===== src/rtl/fht_control_param_pkg.sv =====
// Shared types and helpers for the parametrised FHT address/control sequencer.
package fht_pkg;

  typedef enum logic [2:0] {
    S_IDLE,
    S_RUN,
    S_DRAIN,
    S_NEXT,
    S_FIN
  } state_t;

  localparam int unsigned MAX_LOG2_N = 14;
  localparam int unsigned MAX_A_BIT  = MAX_LOG2_N - 2;

  // Reverse the low w bits of v; bits above w come back as zero.
  function automatic logic [MAX_A_BIT-1:0] bitrev(input logic [MAX_A_BIT-1:0] v,
                                                  input int unsigned w);
    logic [MAX_A_BIT-1:0] r;
    r = '0;
    for (int unsigned i = 0; i < w; i++) r[i] = v[w-1-i];
    return r;
  endfunction

  // A requested stage count of 0 or beyond the transform depth runs every stage.
  function automatic logic [3:0] clamp_st(input logic [3:0] n, input int unsigned log2n);
    if (n == 4'd0 || 32'(n) > log2n - 1) return 4'(log2n - 1);
    return n;
  endfunction

endpackage


===== src/rtl/fht_control_param_if.sv =====
// Control/address bundle between the sequencer and its RAM/ROM/butterfly neighbours.
interface fht_control_param_if #(
  parameter int unsigned A_BIT = 8,
  parameter int unsigned C_BIT = 8
);
  logic             iSTART;
  logic             iABORT;
  logic             iSTALL;
  logic [3:0]       iNUM_ST;
  logic [A_BIT-1:0] oADDR_RD_0, oADDR_RD_1, oADDR_RD_2, oADDR_RD_3;
  logic [A_BIT-1:0] oADDR_WR_0, oADDR_WR_1, oADDR_WR_2, oADDR_WR_3;
  logic [C_BIT-1:0] oADDR_COEF;
  logic             oWE_A, oWE_B, oSOURCE_A;
  logic             oST_ZERO, oST_LAST;
  logic [3:0]       oSTAGE;
  logic             oRDY, oDONE;

  modport slave (
    input  iSTART, iABORT, iSTALL, iNUM_ST,
    output oADDR_RD_0, oADDR_RD_1, oADDR_RD_2, oADDR_RD_3,
    output oADDR_WR_0, oADDR_WR_1, oADDR_WR_2, oADDR_WR_3,
    output oADDR_COEF, oWE_A, oWE_B, oSOURCE_A,
    output oST_ZERO, oST_LAST, oSTAGE, oRDY, oDONE
  );

  modport master (
    output iSTART, iABORT, iSTALL, iNUM_ST,
    input  oADDR_RD_0, oADDR_RD_1, oADDR_RD_2, oADDR_RD_3,
    input  oADDR_WR_0, oADDR_WR_1, oADDR_WR_2, oADDR_WR_3,
    input  oADDR_COEF, oWE_A, oWE_B, oSOURCE_A,
    input  oST_ZERO, oST_LAST, oSTAGE, oRDY, oDONE
  );
endinterface


===== src/rtl/fht_control_param_addr_delay.sv =====
// Read-address to write-address delay line: shifts only when enabled, flush clears every stage.
module fht_addr_delay #(
  parameter int unsigned DEPTH = 4,
  parameter int unsigned WIDTH = 34
) (
  input  logic             i_clk,
  input  logic             i_en,
  input  logic             i_flush,
  input  logic [WIDTH-1:0] i_d,
  output logic [WIDTH-1:0] o_q
);
  logic [WIDTH-1:0] r_sr [DEPTH];

  always_ff @(posedge i_clk) begin
    if (i_flush) begin
      for (int unsigned i = 0; i < DEPTH; i++) r_sr[i] <= '0;
    end else if (i_en) begin
      r_sr[0] <= i_d;
      for (int unsigned i = 1; i < DEPTH; i++) r_sr[i] <= r_sr[i-1];
    end
  end

  assign o_q = r_sr[DEPTH-1];
endmodule


===== src/rtl/fht_control_param.sv =====
// Parametrised FHT sequencer: per-stage read/coef address generation, delayed writes,
// stall/abort handling and a completion pulse.
module fht_control_param
  import fht_pkg::*;
#(
  parameter int unsigned LOG2_N   = 10,
  parameter int unsigned A_BIT    = LOG2_N - 2,
  parameter int unsigned PIPE_LAT = 4,
  parameter int unsigned C_BIT    = LOG2_N - 2
) (
  input logic iCLK,
  input logic iRESET,
  fht_control_param_if.slave bus
);
  localparam int unsigned      DW         = 4 * A_BIT + 2;
  localparam logic [A_BIT-1:0] T_LAST     = '1;
  localparam logic [3:0]       DRAIN_LAST = 4'(PIPE_LAT - 1);

  state_t           r_state;
  logic [A_BIT-1:0] r_t;
  logic [3:0]       r_drain, r_stage, r_num;
  logic             r_src, r_st_zero, r_st_last, r_rdy, r_done, r_rd_valid;
  logic [A_BIT-1:0] r_rd [4];
  logic [C_BIT-1:0] r_coef;

  logic [A_BIT-1:0] w_rd [4];
  logic [C_BIT-1:0] w_coef;
  logic [3:0]       w_num;
  logic [DW-1:0]    w_q;
  logic             w_busy_abort;

  assign w_num        = clamp_st(bus.iNUM_ST, LOG2_N);
  assign w_busy_abort = bus.iABORT && (r_state != S_IDLE);

  always_comb begin : addr_gen
    logic [A_BIT-1:0] v_rev, v_d;
    int unsigned      v_sh_d, v_sh_c;
    v_rev  = A_BIT'(bitrev(MAX_A_BIT'(r_t), A_BIT));
    v_sh_d = (r_stage == 4'd0) ? 0 : (32'(r_stage) - 1) % A_BIT;
    v_sh_c = LOG2_N - 2 - 32'(r_stage);
    v_d    = A_BIT'(1) << v_sh_d;
    w_rd   = '{default: '0};
    w_coef = '0;
    if (r_stage == 4'd0) begin
      w_rd = '{v_rev, v_rev, v_rev, v_rev};
    end else begin
      w_rd   = '{r_t, r_t, r_t ^ v_d, r_t ^ v_d};
      w_coef = C_BIT'(r_t) << v_sh_c;
    end
  end

  always_ff @(posedge iCLK) begin
    if (!iRESET) begin
      r_state    <= S_IDLE;
      r_t        <= '0;
      r_drain    <= '0;
      r_stage    <= '0;
      r_num      <= '0;
      r_src      <= 1'b1;
      r_st_zero  <= 1'b1;
      r_st_last  <= 1'b0;
      r_rdy      <= 1'b1;
      r_done     <= 1'b0;
      r_rd_valid <= 1'b0;
      r_rd       <= '{default: '0};
      r_coef     <= '0;
    end else if (w_busy_abort) begin
      r_state    <= S_IDLE;
      r_rdy      <= 1'b1;
      r_done     <= 1'b0;
      r_rd_valid <= 1'b0;
      r_stage    <= '0;
      r_src      <= 1'b1;
      r_st_zero  <= 1'b1;
      r_st_last  <= 1'b0;
    end else begin
      r_done <= 1'b0;
      if (r_state == S_IDLE) begin
        if (bus.iSTART) begin
          r_state   <= S_RUN;
          r_rdy     <= 1'b0;
          r_num     <= w_num;
          r_stage   <= '0;
          r_src     <= 1'b1;
          r_st_zero <= 1'b1;
          r_st_last <= (w_num == 4'd1);
          r_t       <= '0;
        end
      end else if (!bus.iSTALL) begin
        r_rd_valid <= 1'b0;
        case (r_state)
          S_RUN: begin
            r_rd       <= w_rd;
            r_coef     <= w_coef;
            r_rd_valid <= 1'b1;
            r_t        <= r_t + A_BIT'(1);
            if (r_t == T_LAST) begin
              r_state <= S_DRAIN;
              r_drain <= '0;
            end
          end
          S_DRAIN: begin
            if (r_drain == DRAIN_LAST) begin
              r_state   <= S_NEXT;
              r_stage   <= r_stage + 4'd1;
              r_src     <= ~r_src;
              r_st_zero <= 1'b0;
              r_st_last <= (r_stage + 4'd2 == r_num);
            end else begin
              r_drain <= r_drain + 4'd1;
            end
          end
          S_NEXT: r_state <= (r_stage == r_num) ? S_FIN : S_RUN;
          S_FIN: begin
            r_state   <= S_IDLE;
            r_done    <= 1'b1;
            r_rdy     <= 1'b1;
            r_stage   <= '0;
            r_src     <= 1'b1;
            r_st_zero <= 1'b1;
            r_st_last <= 1'b0;
          end
          default: r_state <= S_IDLE;
        endcase
      end
    end
  end

  // Each entry carries its own read-set bit so the write target follows the stage it came from.
  fht_addr_delay #(
    .DEPTH(PIPE_LAT),
    .WIDTH(DW)
  ) u_delay (
    .i_clk  (iCLK),
    .i_en   (~bus.iSTALL),
    .i_flush(~iRESET | w_busy_abort),
    .i_d    ({r_rd_valid, r_src, r_rd[0], r_rd[1], r_rd[2], r_rd[3]}),
    .o_q    (w_q)
  );

  assign bus.oADDR_RD_0 = r_rd[0];
  assign bus.oADDR_RD_1 = r_rd[1];
  assign bus.oADDR_RD_2 = r_rd[2];
  assign bus.oADDR_RD_3 = r_rd[3];
  assign bus.oADDR_WR_0 = w_q[4*A_BIT-1 -: A_BIT];
  assign bus.oADDR_WR_1 = w_q[3*A_BIT-1 -: A_BIT];
  assign bus.oADDR_WR_2 = w_q[2*A_BIT-1 -: A_BIT];
  assign bus.oADDR_WR_3 = w_q[A_BIT-1:0];
  assign bus.oADDR_COEF = r_coef;
  assign bus.oWE_B      = w_q[DW-1] &  w_q[DW-2] & ~bus.iSTALL;
  assign bus.oWE_A      = w_q[DW-1] & ~w_q[DW-2] & ~bus.iSTALL;
  assign bus.oSOURCE_A  = r_src;
  assign bus.oST_ZERO   = r_st_zero;
  assign bus.oST_LAST   = r_st_last;
  assign bus.oSTAGE     = r_stage;
  assign bus.oRDY       = r_rdy;
  assign bus.oDONE      = r_done;
endmodule

===== src/flat_wrapper.sv =====
// flat-port wrapper written by rule: the top's interface ports become plain ports
module fht_control_param_flat import fht_pkg::*;
#(
  parameter int unsigned LOG2_N   = 10,
  parameter int unsigned A_BIT    = LOG2_N - 2,
  parameter int unsigned PIPE_LAT = 4,
  parameter int unsigned C_BIT    = LOG2_N - 2
)
  (iCLK, iRESET, bus_iSTART, bus_iABORT, bus_iSTALL, bus_iNUM_ST, bus_oADDR_RD_0, bus_oADDR_RD_1, bus_oADDR_RD_2, bus_oADDR_RD_3, bus_oADDR_WR_0, bus_oADDR_WR_1, bus_oADDR_WR_2, bus_oADDR_WR_3, bus_oADDR_COEF, bus_oWE_A, bus_oWE_B, bus_oSOURCE_A, bus_oST_ZERO, bus_oST_LAST, bus_oSTAGE, bus_oRDY, bus_oDONE);
  fht_control_param_if #(.A_BIT(A_BIT), .C_BIT(C_BIT)) bus_i ();
  input logic iCLK;
  input logic iRESET;
  input wire logic [$bits(bus_i.iSTART)-1:0] bus_iSTART;
  input wire logic [$bits(bus_i.iABORT)-1:0] bus_iABORT;
  input wire logic [$bits(bus_i.iSTALL)-1:0] bus_iSTALL;
  input wire logic [$bits(bus_i.iNUM_ST)-1:0] bus_iNUM_ST;
  output wire logic [$bits(bus_i.oADDR_RD_0)-1:0] bus_oADDR_RD_0;
  output wire logic [$bits(bus_i.oADDR_RD_1)-1:0] bus_oADDR_RD_1;
  output wire logic [$bits(bus_i.oADDR_RD_2)-1:0] bus_oADDR_RD_2;
  output wire logic [$bits(bus_i.oADDR_RD_3)-1:0] bus_oADDR_RD_3;
  output wire logic [$bits(bus_i.oADDR_WR_0)-1:0] bus_oADDR_WR_0;
  output wire logic [$bits(bus_i.oADDR_WR_1)-1:0] bus_oADDR_WR_1;
  output wire logic [$bits(bus_i.oADDR_WR_2)-1:0] bus_oADDR_WR_2;
  output wire logic [$bits(bus_i.oADDR_WR_3)-1:0] bus_oADDR_WR_3;
  output wire logic [$bits(bus_i.oADDR_COEF)-1:0] bus_oADDR_COEF;
  output wire logic [$bits(bus_i.oWE_A)-1:0] bus_oWE_A;
  output wire logic [$bits(bus_i.oWE_B)-1:0] bus_oWE_B;
  output wire logic [$bits(bus_i.oSOURCE_A)-1:0] bus_oSOURCE_A;
  output wire logic [$bits(bus_i.oST_ZERO)-1:0] bus_oST_ZERO;
  output wire logic [$bits(bus_i.oST_LAST)-1:0] bus_oST_LAST;
  output wire logic [$bits(bus_i.oSTAGE)-1:0] bus_oSTAGE;
  output wire logic [$bits(bus_i.oRDY)-1:0] bus_oRDY;
  output wire logic [$bits(bus_i.oDONE)-1:0] bus_oDONE;
  assign bus_i.iSTART = bus_iSTART;
  assign bus_i.iABORT = bus_iABORT;
  assign bus_i.iSTALL = bus_iSTALL;
  assign bus_i.iNUM_ST = bus_iNUM_ST;
  assign bus_oADDR_RD_0 = bus_i.oADDR_RD_0;
  assign bus_oADDR_RD_1 = bus_i.oADDR_RD_1;
  assign bus_oADDR_RD_2 = bus_i.oADDR_RD_2;
  assign bus_oADDR_RD_3 = bus_i.oADDR_RD_3;
  assign bus_oADDR_WR_0 = bus_i.oADDR_WR_0;
  assign bus_oADDR_WR_1 = bus_i.oADDR_WR_1;
  assign bus_oADDR_WR_2 = bus_i.oADDR_WR_2;
  assign bus_oADDR_WR_3 = bus_i.oADDR_WR_3;
  assign bus_oADDR_COEF = bus_i.oADDR_COEF;
  assign bus_oWE_A = bus_i.oWE_A;
  assign bus_oWE_B = bus_i.oWE_B;
  assign bus_oSOURCE_A = bus_i.oSOURCE_A;
  assign bus_oST_ZERO = bus_i.oST_ZERO;
  assign bus_oST_LAST = bus_i.oST_LAST;
  assign bus_oSTAGE = bus_i.oSTAGE;
  assign bus_oRDY = bus_i.oRDY;
  assign bus_oDONE = bus_i.oDONE;
  fht_control_param #(.LOG2_N(LOG2_N), .A_BIT(A_BIT), .PIPE_LAT(PIPE_LAT), .C_BIT(C_BIT)) u_core (.iCLK(iCLK), .iRESET(iRESET), .bus(bus_i));
endmodule

===== config.mk =====
export PLATFORM = sky130hd
export DESIGN_NAME = fht_control_param_flat
export DESIGN_NICKNAME = d
export VERILOG_FILES = /design/src/rtl/fht_control_param_pkg.sv /design/src/rtl/fht_control_param_if.sv /design/src/rtl/fht_control_param_addr_delay.sv /design/src/rtl/fht_control_param.sv /design/src/flat_wrapper.sv
export SDC_FILE = /design/constraint.sdc
export NUM_CORES = 1
export LEC_CHECK = 0
export CAP_MARGIN = 25
export CORE_MARGIN = 3
export CORE_UTILIZATION = 60
export DETAILED_ROUTE_END_ITERATION = 10
export PLACE_DENSITY_LB_ADDON = 0.12
export SYNTH_ARGS = -nofsm -noshare
export SYNTH_HDL_FRONTEND = slang
export SYNTH_HIERARCHICAL = 1
export SYNTH_SLANG_ARGS = --single-unit

===== constraint.sdc =====
create_clock -name iCLK -period 11.4 [get_ports iCLK]
set_clock_uncertainty 0.2 [all_clocks]
set_input_delay 2.28 -clock iCLK [delete_from_list [all_inputs] [get_ports iCLK]]
set_output_delay 2.28 -clock iCLK [all_outputs]
set_load 0.02 [all_outputs]

==> flow_metrics.env, run 1 <==
export IMPL_grt_pass1_vias=4917
export IMPL_hpwl_um=8950
export IMPL_power_uw=1710
export IMPL_rsz0062_at_grt="no"
export IMPL_nets=758
export IMPL_hp_start="u_core/bus.oST_ZERO"
export IMPL_drtAntennaViolNets=0
export IMPL_max_freq_mhz=140
export IMPL_async_flop_share_pct=0
export IMPL_clkSlewWorstSetupHoldPaths_ns=0.06
export IMPL_clock_latency_ns=0.42
export IMPL_grtUsageTotal_pct=18.6
export IMPL_h_tree_depth=4
export IMPL_num_antenna_cells=0
export IMPL_report_final_slew_viol_count=0
export IMPL_holdBufCountCts=0
export IMPL_die_w_um=126
export IMPL_syn_inst=700
export IMPL_synth_simple_area_share_pct=23.3
export IMPL_reg2reg_depth=6
export IMPL_p_leak_uw=0.00420
export IMPL_netlist_area_um2=8700
export IMPL_synth_area_leader_cell="edfxtp_1"
export IMPL_drc=0
export IMPL_fp_dieArea_um2=16000
export IMPL_pwr_density_cell_nw_per_um2=172
export IMPL_cp_max_fo=140
export IMPL_synth_area_leaders="edfxtp_1, and3b_1, dfxtp_1"
export IMPL_r2r_start="u_core/bus.oSTAGE[0]"
export IMPL_core_um2=14000
export IMPL_routed_via_density=5.62
export IMPL_synth_net_count=718
export IMPL_area_growth_pct=14.8
export IMPL_regToRegEndpoint="u_core/bus.oADDR_COEF[4]"
export IMPL_layout_drive_gt1_share_pct=7.45
export IMPL_muxShareOfSynthArea_pct=1.08
export IMPL_setup_viol=0
export IMPL_setup_tns_ns=0
export IMPL_wl_per_cell_um=15.7
export IMPL_gr_total_overflow=0
export IMPL_hold_path_end="u_core/bus.oST_ZERO"
export IMPL_finalHoldViolations=0
export IMPL_synth_xor_area_share_pct=2.62
export IMPL_synth_avg_cell_area_um2=12.4
export IMPL_period_minus_slack_ns=7.14
export IMPL_root_buffer="clkbuf_16"
export IMPL_critPathArrivalTime_ns=4.66
export IMPL_synth_common_cells="edfxtp_1, and3b_1, nand2_1"
export IMPL_path_class="in2out"
export IMPL_clock_sinks=189
export IMPL_min_path_cells=1
export IMPL_synth_fa_ha_area_share_pct=1.29
export IMPL_ir_drop_uv=111
export IMPL_synth_top_area_share_pct=47.0
export IMPL_synth_top_family_by_area="simple AND/OR/NAND/NOR gates"
export IMPL_clk_path_buf_depth=2
export IMPL_drt_wl_total_um=14700
export IMPL_start_kind="input port"
export IMPL_status="finished, final reports clean"
export IMPL_yosysMostFrequentCell="edfxtp_1"
export IMPL_layout_worst_path_cycle_share_pct=62.7
export IMPL_yosysWarnings=6
export IMPL_io_buffers=91
export IMPL_cts_resized=0
export IMPL_die_y_um=126
export IMPL_dr_total_vias=5238
export IMPL_ys_types=61
export IMPL_first_pass_iters=5
export IMPL_synth_edff_count=136
export IMPL_cts_made_buffers=17
export IMPL_synth_seq_cells=189
export IMPL_rows=43
export IMPL_worst_slew_pin_slew_ns=1.01
export IMPL_cap_viol_max_count=0
export IMPL_antenna_found_initial=0
export IMPL_final_core_util_pct=71.1
export IMPL_synth_flop_cell="edfxtp_1"
export IMPL_num_io_pins=92
export IMPL_drt_iter0_markers=375
export IMPL_worstPathRequired_ns=8.92
export IMPL_hp_class="reg2reg"
export IMPL_rrSetupSlack_ns=7.96
export IMPL_start_util_pct=61.9
export IMPL_cts_tree="done"
export IMPL_grt_max_degree=143
export IMPL_grt_pass1_wl_um=24200
export IMPL_cp_end_kind="output pin"
export IMPL_fillers=968
export IMPL_synth_compound_area_share_pct=6.34
export IMPL_post_cts_repair_setup_buffers=0
export IMPL_maxSlewHeadroom_pct=32.7
export IMPL_gp_congestion=0.854
export IMPL_yosysSeqAreaShare_pct=59.1
## metrics by stage
step / setup slack, ns / cell area [µm²] / std cells / hold slack [ns]
final: 4.26 / 9980 / 932 / 0.258
after global routing: 4.05 / 9980 / 932 / 0.294
after CTS: 4.22 / 9970 / 931 / 0.262
after detailed placement: 4.22 / 9360 / 900 / 0.242
after global placement: 4.26 / 9360 / 900 / 0.246
after floorplan: 4.54 / 8700 / 700 / 0.253
## state kept, by name (all words and copies together), names as in the netlist
| signal | count |
|---|---|
| u_core/bus.oRDY | 1 |
| u_core/r_t | 8 |
| u_core/bus.oDONE | 1 |
| u_core/bus.oST_LAST | 1 |
| u_core/bus.oADDR_COEF | 8 |
| u_core/r_num | 4 |
| u_core/r_rd_valid | 1 |
| u_core/r_state | 3 |
| u_core/u_delay/r_sr | 136 |
| u_core/bus.oST_ZERO | 1 |
| u_core/bus.oSTAGE | 4 |
| u_core/bus.oSOURCE_A | 1 |
| u_core/bus.oADDR_RD_0 | 8 |
| u_core/bus.oADDR_RD_2 | 8 |
| u_core/r_drain | 4 |
## routing by layer
layer | global-route usage [%] | up-vias | share of wire (%)
met5 | 0 | - | 0
met4 | 6.56 | 0 | 1.8
met3 | 4.93 | 22 | 4.6
met2 | 30.4 | 139 | 49
met1 | 24.3 | 2462 | 44
li1 | - | 2615 | -
## cell type report
type	instances	area, µm²	area share [%]
timing repair buffer	96	948	9.50
multi-input combinational	429	3020	30.3
inverter	7	26.3	0.263
clock buffer	19	433	4.34
tap	180	225	2.26
sequential	189	5140	51.5
clock inverter	12	184	1.84
## power breakdown
group	switching (µW)	total, µW	leakage (µW)	internal, µW
combinational	145	248	0.00195	103
sequential	30.7	852	0.00196	821
clock	245	613	0.000291	368
total	421	1710	0.00420	1290
## worst max path at each step
stage | start | cells past startpoint | end
2_1_floorplan | iRESET | 6 | u_core/u_delay/r_sr[0][0]
3_3_place_gp | bus_iSTALL | 5 | bus_oWE_B
3_5_place_dp | bus_iSTALL | 5 | bus_oWE_B
4_1_cts | bus_iSTALL | 5 | bus_oWE_B
5_1_grt | bus_iSTALL | 5 | bus_oWE_B
6_report | bus_iSTALL | 5 | bus_oWE_B
## layout by cell type (no fill, tap or decap), types with 10 or more instances in the layout
cell | synthesis | final
edfxtp_1 | 136 | 136
clkbuf_16 | 0 | 17
o22ai_1 | 11 | 11
nand2_1 | 55 | 55
xnor2_1 | 10 | 10
nor2_1 | 51 | 51
xor2_1 | 16 | 16
clkdlybuf4s50_1 | 0 | 91
nor3_1 | 14 | 13
a21oi_1 | 16 | 16
o211ai_1 | 11 | 11
and3b_1 | 131 | 131
dfxtp_1 | 53 | 53
## critical path: stages
cell and delay (ns):
clkdlybuf4s50_1 0.65, inv_2 0.11, buf_4 0.75, and3_1 0.27, clkdlybuf4s50_1 0.60
## kinds of logic (layout without fill, tap and decap cells)
kind of cell    after synthesis  after routing
compound gates               77             77
simple gates                308            308
fa+ha+maj                     9              9
flops                       189            189
mux                           9              9
buf+inv                      82            134
xor+xnor                     26             26
Note: power is estimated with default switching activity, not from simulation.
==> run 2: changes to the inputs <==
CORE_UTILIZATION = 58   (was 60)
clock period = 6.6 ns   (was 11.4 ns; I/O delays follow)
==> run 2 against run 1 <==
Global-route usage decreased by 0.14 points. Combinational power up 73%. Worst setup slack worse by 2.0 ns.
==> flow_metrics.env, run 2 (same netlist as run 1, synthesis figures left out) <==
export IMPL_die_y_um=128
export IMPL_gp_congestion=0.859
export IMPL_num_io_pins=92
export IMPL_min_path_cells=2
export IMPL_start_kind="input port"
export IMPL_root_buffer="clkbuf_16"
export IMPL_path_class="in2out"
export IMPL_layout_worst_path_cycle_share_pct=66.6
export IMPL_routed_via_density=5.59
export IMPL_final_common_cell="edfxtp_1"
export IMPL_cp_end_kind="output pin"
export IMPL_drt_wl_total_um=14800
export IMPL_clock_latency_ns=0.43
export IMPL_cp_max_fo=9
export IMPL_fp_dieArea_um2=16500
export IMPL_drc=0
export IMPL_status="finished, final reports clean"
export IMPL_reg2reg_depth=6
export IMPL_ir_drop_uv=179
export IMPL_final_cells=937
export IMPL_worstPathRequired_ns=5.08
export IMPL_setup_tns_ns=0
export IMPL_dr_total_vias=5241
export IMPL_largest_register_ffs=136
export IMPL_pwr_density_cell_nw_per_um2=289
export IMPL_post_cts_repair_setup_buffers=0
export IMPL_report_final_slew_viol_count=0
export IMPL_gr_total_overflow=0
export IMPL_clk_path_buf_depth=2
export IMPL_whs_ns=0.262
export IMPL_drtAntennaViolNets=0
export IMPL_wl_per_cell_um=15.8
export IMPL_area_growth_pct=14.3
export IMPL_clock_sinks=189
export IMPL_stdcell_area_um2=9940
export IMPL_r2r_start="u_core/bus.oSTAGE[0]"
export IMPL_hpwl_um=9130
export IMPL_die_w_um=128
export IMPL_cts_resized=0
export IMPL_antenna_found_initial=0
export IMPL_rsz0062_at_grt="no"
export IMPL_cts_made_buffers=17
export IMPL_critPathArrivalTime_ns=2.87
export IMPL_start_util_pct=59.6
export IMPL_mostFrequentLayoutCells="edfxtp_1, and3b_1, clkdlybuf4s50_1, nand2_1, dfxtp_1"
export IMPL_startpoint="bus_iSTALL"
export IMPL_max_freq_mhz=228
export IMPL_hp_class="reg2reg"
export IMPL_rows=44
export IMPL_layout_drive_gt1_share_pct=7.17
export IMPL_nets=758
export IMPL_place_area_um2=9380
export IMPL_placedCellCount=905
export IMPL_io_buffers=91
export IMPL_setup_viol=0
export IMPL_cap_viol_max_count=0
export IMPL_core_um2=14600
export IMPL_finalHoldViolations=0
export IMPL_p_leak_uw=0.00419
export IMPL_hp_start="u_core/bus.oADDR_COEF[0]"
export IMPL_drt_iter0_markers=458
export IMPL_grt_pass1_wl_um=24400
export IMPL_cts_tree="done"
export IMPL_num_antenna_cells=0
export IMPL_h_tree_depth=4
export IMPL_grtUsageTotal_pct=18.5
export IMPL_period_minus_slack_ns=4.39
export IMPL_regMostFlops="u_core/u_delay/r_sr"
export IMPL_clkSlewWorstSetupHoldPaths_ns=0.06
export IMPL_worst_slew_pin_slew_ns=1.01
export IMPL_holdBufCountCts=0
export IMPL_first_pass_iters=5
export IMPL_maxSlewHeadroom_pct=32.4
export IMPL_grt_max_degree=140
export IMPL_grt_pass1_vias=4889
## run 2: power breakdown
part           total (µW)  internal, µW  switching, µW  leakage (µW)
Clock                 972           553            419      0.000274
Combinational         428           178            250       0.00196
Sequential           1470          1420           53.7       0.00196
Total                2870          2150            723       0.00419
## run 2: final timing paths
check | end | slack [ns]
setup reg to reg | u_core/bus.oADDR_COEF[4] | 3.19
hold / removal | u_core/bus.oADDR_COEF[0] | 0.26
setup / recovery | bus_oWE_A | 2.21
hold reg to reg | u_core/bus.oADDR_COEF[0] | 0.26
## run 2: per-layer routing
layer  vias up  wire, µm  track usage, %
met2       154      7410            31.1
met3        29       722            3.99
met5         -         0               0
met1      2440      6420            23.3
li1       2618         -               -
met4         0       259            7.80
## run 2: area by class of cell
class                           instances  area (µm²)
Timing Repair Buffer                   96         961
Tap cell                              184         230
Fill cell                            1067        4650
Sequential cell                       189        5140
Clock buffer                           19         433
Multi-Input combinational cell        429        3020
Clock inverter                         13         123
Inverter                                7        26.3
## run 2: stage by stage
step | util, % | power [µW] | worst slack [ns]
4_1_cts | 68.1 | 2890 | 2.20
2_1_floorplan | - | 1830 | 0.698
6_report | 68.1 | 2870 | 2.21
3_3_place_gp | 64.3 | 1910 | 2.20
3_5_place_dp | 64.3 | 1930 | 2.20
5_1_grt | 68.1 | 2990 | 2.08
## run 2: critical path: stages
cell             delay, ns
clkdlybuf4s50_1       0.64
nor3b_1               0.28
clkdlybuf4s50_1       0.63
